**src/rtl/boot_loader.sv**
```systemverilog
// boot_loader: framed byte-stream loader for the RISC_SPM program SRAM.
// Frames are ADDR, LEN, LEN data bytes, CKSUM; a LEN of 0 ends the load.
// Data bytes are written as they arrive, and the core is released only
// after a clean end record.
module boot_loader #(
  parameter int word_size = 8,
  parameter int addr_size = 8
) (
  input  logic                 clk,
  input  logic                 rst,
  input  logic                 in_valid,
  input  logic [word_size-1:0] in_data,
  output logic                 in_ready,
  output logic                 mem_we,
  output logic [addr_size-1:0] mem_addr,
  output logic [word_size-1:0] mem_data,
  output logic                 cpu_run,
  output logic                 busy,
  output logic                 done,
  output logic                 error
);

  typedef enum logic [2:0] {
    S_ADDR,
    S_LEN,
    S_DATA,
    S_CKSUM,
    S_DONE,
    S_ERR
  } state_t;

  state_t               state_q, state_d;
  logic [addr_size-1:0] ptr_q, ptr_d;
  logic [word_size-1:0] acc_q, acc_d;
  logic [word_size-1:0] cnt_q, cnt_d;
  logic                 mem_we_q, mem_we_d;
  logic [addr_size-1:0] mem_addr_q, mem_addr_d;
  logic [word_size-1:0] mem_data_q, mem_data_d;
  logic [word_size-1:0] acc_sum;
  logic                 xfer;

  // Status outputs are pure decodes of the current state.
  assign in_ready = (state_q != S_DONE) && (state_q != S_ERR);
  assign busy     = (state_q == S_LEN) || (state_q == S_DATA) || (state_q == S_CKSUM);
  assign done     = (state_q == S_DONE);
  assign error    = (state_q == S_ERR);
  assign cpu_run  = done;
  assign mem_we   = mem_we_q;
  assign mem_addr = mem_addr_q;
  assign mem_data = mem_data_q;

  assign xfer    = in_valid && in_ready;
  assign acc_sum = acc_q + in_data;

  // Next-state logic: frame parsing, running checksum and write issue.
  always_comb begin
    // NOTE: every variable gets a default first so no path can infer a latch.
    state_d    = state_q;
    ptr_d      = ptr_q;
    acc_d      = acc_q;
    cnt_d      = cnt_q;
    mem_we_d   = 1'b0;
    mem_addr_d = mem_addr_q;
    mem_data_d = mem_data_q;
    if (xfer) begin
      unique case (state_q)
        S_ADDR: begin
          ptr_d   = addr_size'(in_data);
          acc_d   = in_data;
          state_d = S_LEN;
        end
        S_LEN: begin
          acc_d = acc_sum;
          if (in_data == '0) begin
            state_d = S_DONE;
          end else begin
            cnt_d   = in_data;
            state_d = S_DATA;
          end
        end
        S_DATA: begin
          mem_we_d   = 1'b1;
          mem_addr_d = ptr_q;
          mem_data_d = in_data;
          acc_d      = acc_sum;
          ptr_d      = ptr_q + addr_size'(1);
          cnt_d      = cnt_q - word_size'(1);
          if (cnt_q == word_size'(1)) state_d = S_CKSUM;
        end
        S_CKSUM: begin
          state_d = (acc_sum == '0) ? S_ADDR : S_ERR;
        end
        default: ;
      endcase
    end
  end

  // State and write-port registers with synchronous reset.
  always_ff @(posedge clk) begin
    // NOTE: sequential state uses non-blocking assignments so every register
    // samples pre-edge values regardless of statement order.
    if (rst) begin
      state_q    <= S_ADDR;
      ptr_q      <= '0;
      acc_q      <= '0;
      cnt_q      <= '0;
      mem_we_q   <= 1'b0;
      mem_addr_q <= '0;
      mem_data_q <= '0;
    end else begin
      state_q    <= state_d;
      ptr_q      <= ptr_d;
      acc_q      <= acc_d;
      cnt_q      <= cnt_d;
      mem_we_q   <= mem_we_d;
      mem_addr_q <= mem_addr_d;
      mem_data_q <= mem_data_d;
    end
  end

endmodule

```
**config.mk**
```make
export PLATFORM = sky130hd
export DESIGN_NAME = boot_loader
export DESIGN_NICKNAME = d
export VERILOG_FILES = /design/src/rtl/boot_loader.sv
export SDC_FILE = /design/constraint.sdc
export NUM_CORES = 1
export LEC_CHECK = 0
export CAP_MARGIN = 15
export CORE_UTILIZATION = 29
export DETAILED_ROUTE_END_ITERATION = 12
export PLACE_DENSITY_LB_ADDON = 0.25
export SYNTH_ARGS = -nofsm -noshare
export SYNTH_HDL_FRONTEND = slang
export SYNTH_SLANG_ARGS = --single-unit
export TNS_END_PERCENT = 10
```
**constraint.sdc**
```tcl
create_clock -name clk -period 4.8 [get_ports clk]
set_clock_uncertainty 0.15 [all_clocks]
set_input_delay 0.48 -clock clk [delete_from_list [all_inputs] [get_ports clk]]
set_output_delay 0.48 -clock clk [all_outputs]
set_load 0.02 [all_outputs]
```
=== After elaboration in Yosys (flattened, before gate mapping) ===
Index checks and enable logic that the tools add are counted.

* Output and inout bits: 22
* Bits in registers: 44
* Bits of input ports: 11

* Equality and inequality tests: 10
* Reduce and logical (&&, ||, !) cells: 18
* $add $sub $neg: 3
* Bitwise gates (word level): 1
* Muxes and demuxes: 9

{| class="wikitable"
|+ Operators with widths
! operator !! count
|-
| case mux 8 bit (2 select lines) || 3
|-
| logical NOT 8 bit || 2
|-
| case mux 3 bit (4 select lines) || 1
|-
| two-way mux 3 bit || 3
|-
| adder 8 x 1 -> 8 bit (second input constant) || 1
|-
| adder 8 bit || 1
|-
| == test 8 x 1 -> 1 bit (second input constant) || 1
|-
| two-way mux 8 bit || 1
|-
| subtractor 8 x 1 -> 8 bit (second input constant) || 1
|-
| == test 3 x 2 -> 1 bit (second input constant) || 2
|-
| == test 3 bit (second input constant) || 2
|-
| inequality test 3 bit (second input constant) || 2
|-
| AND reduction 2 bit || 3
|-
| AND reduction 3 bit || 2
|-
| nonzero test 2 bit || 3
|-
| nonzero test 4 bit || 1
|-
| OR reduction 2 bit || 2
|-
| == test 3 x 1 -> 1 bit (second input constant) || 1
|-
| logical NOT 3 bit || 1
|-
| logical AND 1 bit || 2
|-
| logical OR 1 bit || 2
|-
| inequality test 2 x 1 -> 1 bit (second input constant) || 1
|-
| inequality test 2 bit (second input constant) || 1
|-
| two-way mux 1 bit || 1
|-
| inverter 1 bit || 1
|}

=== Longest topological paths before layout ===
* Depth in word-level cells: 5
* Gate-level depth with buffers: 7
* Mapped depth without buffers: 7

=== Worst setup path after synthesis ===
No wires, ideal clock.

* Path type: input to register
* Start point: input in_data[0]
* End point: register state_q[0]
* Stages: 7
* Path slack: 2405 ps
* Path buffers: 0
* Data required time: 4516 ps
* Library setup time: 134 ps
* Arrival: 2112 ps
* Path through: ha_1 fa_1 a211o_1 a21oi_1 o221ai_1 nor4_1 o22ai_1

* Cells in the longest elaborated chain, start to end: 4

{| class="wikitable"
|+ RTL lines
! item !! RTL line !! RTL
|-
| from (decl) || 12 || <nowiki>input logic [word_size-1:0] in_data,</nowiki>
|-
| adder 8 bit || 53 || <nowiki>assign acc_sum = acc_q + in_data;</nowiki>
|-
| logical NOT 8 bit || 91 || <nowiki>state_d = (acc_sum == '0) ? S_ADDR : S_ERR;</nowiki>
|-
| two-way mux 3 bit || 91 ||
|-
| case mux 3 bit (4 select lines) || 66 || <nowiki>unique case (state_q)</nowiki>
|-
| to (signal assigned) || 111 || <nowiki>state_q <= state_d;</nowiki>
|-
| to (decl) || 32 || <nowiki>state_t state_q, state_d;</nowiki>
|}

No other way between the ends.
A chain may end at the register's enable or synchronous reset.

=== Worst setup path in the final report ===
* Start point: input in_data[0]
* End point: register state_q[2]

* Cells in the longest elaborated chain, start to end: 4
* Elaborated cells on any way between the ends: 6

{| class="wikitable"
|+ RTL lines
! item !! RTL line
|-
| adder 8 bit || 53
|-
| logical NOT 8 bit || 91
|-
| two-way mux 3 bit || 91
|-
| case mux 3 bit (4 select lines) * || 66
|}

Mark *: on every way between the ends. The rest lies on a longest branch, timed or not.

==> results.toml <==
[yosys]
synth.area.top_cells = "dfxtp_1 35%, nand2_1 9.5%, a21oi_1 8.6%"
syn_area_per_cell_sq_um = 7.92
synth-edff-count = 0
synth_nets = 338
synth_top_area_share_pct = 35.2
synth_ff_type = "dfxtp_1"
yosysSeqAreaShare_pct = 35.2
synth_top_family_by_area = "compound AO/OA/AOI/OAI gates"
syn_area_sq_mm = 0.00250
syn_inst = 316
yosys.area_share.xor_xnor_pct = 1.05
synth_compound_area_share_pct = 27.6
synthArstFlopShare_pct = 0
ys_warn_count = 0
yosysTopAreaCell = "dfxtp_1"
synth_fa_ha_area_share_pct = 5.80
synth.distinct_cells = 58
ys_ff_latch = 44
yosys.area_share.simple_pct = 24.9
synth.mux.area_fraction_pct = 1.35

[route]
route.detailed.wl_per_inst_microns = 14.5
drt-initial-drc-count = 108
ant_nets = 0
wirelength_microns = 6490
drc = 0
via_per_inst = 5.15
drt-pass1-iter-count = 4
vias = 2300

[clock_tree]
cts_resized = 0
cts_hold_repair.buffers = 0
clkLatencyLatePin_ns = 0.31
cts_setup_buffers = 0
clock_sinks = 44
clockBufferDepth = 2
cts.htree.levels = 2
clk_pin_slew_ns = 0.09
cts-root-buf = "clkbuf_8"
cts_tree = "done"
cts_buffers = 5

[pwr]
p_leak_uw = 0.00102
powerDensity_mw_per_mm2 = 306
vdd_drop_max_v = 0.000111

[sta]
rsz0062_at_grt = "no"
finalSetupViolCount = 0
maxSlewViolCount = 0
post-route-period-util_pct = 61.0
final.min_clock_period_ns = 2.93
hold_viol_final = 0
setup_tns_ns = 0
hold_ws_ns = 0.308
fmax_mhz = 341
fin_ws_ns = 1.87
slew_headroom_pct = 48.7
tightestPinTransition_ns = 0.766

[layout]
area_growth_pct = 20.0
n_antenna_cell = 0
final_util_pct = 36.2
final_cell_mix = "63 x nand2_1, 44 x dfxtp_1, 43 x a21oi_1"
mostFrequentLayoutCell = "nand2_1"
nNetsFinal = 363
drive_above_1_share_pct = 9.36
final_area_sq_mm = 0.00300

[worst_setup_path]
r2r_slack_ns = 2.34
reg2reg_to = "state_q[2]"
startpoint = "in_data[0]"
worstPathMaxFanout = 6
reg2reg_depth = 7
cp.required_ns = 4.82
arrival_ns = 2.95
r2r-start = "acc_q[0]"
startpoint_type = "input pin"
crit_type = "in -> reg"
worstSetupEndpointType = "register"

[grt]
gr-usage-all-layers_pct = 15.2
grt_pass1_vias = 2135
antenna_found_initial = 0
grt_start_max_net_pins = 31
grt_pass1_wl_microns = 10700
overflow = 0

[floorplanning]
rows = 33
die-area_sq_mm = 0.00900
initial_core_util_pct = 30.1
die_y_microns = 94.9
coreArea_sq_mm = 0.00830
die_w_microns = 94.9
ios = 33

[worst_hold_path]
hold_path_startpoint = "mem_addr[3]"
min_path_cells = 2
hold_end = "mem_addr[3]"
hold_path_class = "reg -> reg"

[outcome]
status = "complete, no violations"

[placed_design]
dpl.hpwl_microns = 4540
dpl-instance-area_sq_mm = 0.00288
preCtsSetupSlack_ns = 1.57
place.gp.congestion = 0.828
io_buffers = 32

[run]
cap_viol_max_count = 0
## metrics by stage
stage               total power, uW  std cells
floorplan                       560        316
global placement                614        439
detailed placement              615        439
CTS                             928        447
global route                    969        447
finish                          918        447
## cell usage after synthesis, types with 4 or more instances
library cell / n
ha_1: 10
dfxtp_1: 44
o21ai_0: 12
or3_1: 4
o21ai_1: 4
o221ai_1: 6
o22ai_1: 4
inv_1: 6
nor2_1: 25
nand2b_1: 5
a31oi_1: 4
a211oi_1: 4
and2_1: 4
nand2_1: 63
nor3_1: 7
a21oi_1: 43
buf_2: 4
clkbuf_1: 6
## state kept, by name, summed over array words and instances (netlist names)
name      flops
ptr_q         8
cnt_q         8
state_q       3
mem_addr      8
mem_we        1
mem_data      8
acc_q         8
## metal layers
metal / track usage (%) / share of wire (%) / up-vias
li1: - / - / 1182
met1: 21.1 / 53 / 1076
met2: 23.9 / 43 / 33
met3: 2.25 / 2.2 / 9
met4: 5.18 / 1.7 / 0
met5: 0 / 0 / -
## critical path, cell delays in order
cell             delay (ns)
clkdlybuf4s50_1        0.55
ha_1                   0.33
fa_1                   0.41
a211o_1                0.31
a21oi_1                0.19
o221ai_1               0.13
nor4_1                 0.41
o22ai_1                0.15
## how the worst max path moves through the flow
stage | slack [ns] | cells past startpoint | to
final | 1.87 | 8 | state_q[2]
after global routing | 1.79 | 8 | state_q[0]
after CTS | 1.89 | 8 | state_q[2]
after detailed placement | 1.57 | 8 | state_q[2]
after global placement | 1.67 | 8 | state_q[0]
after floorplan | 2.40 | 7 | state_q[0]
## report_power, final
part	switching [uW]	internal, uW
Combinational	117	85.0
Clock	139	170
Sequential	22.7	385
## kinds of logic (layout without fill, tap and decap cells)
family,count (synthesis),in the layout
compound gates,104,104
xor+xnor,3,3
fa+ha+maj,11,11
buf+inv,21,47
flops,44,44
mux,3,3
simple gates,130,130
## layout make-up
type | count | area (sq um)
inverters | 6 | 22.5
fillers | 873 | 5300
well taps | 105 | 131
clock inverters | 2 | 38.8
flip-flops and latches | 44 | 881
multi-input cells | 251 | 1520
repair buffers | 33 | 328
clock buffers | 6 | 82.6
Power figures use the tool's default switching activity.
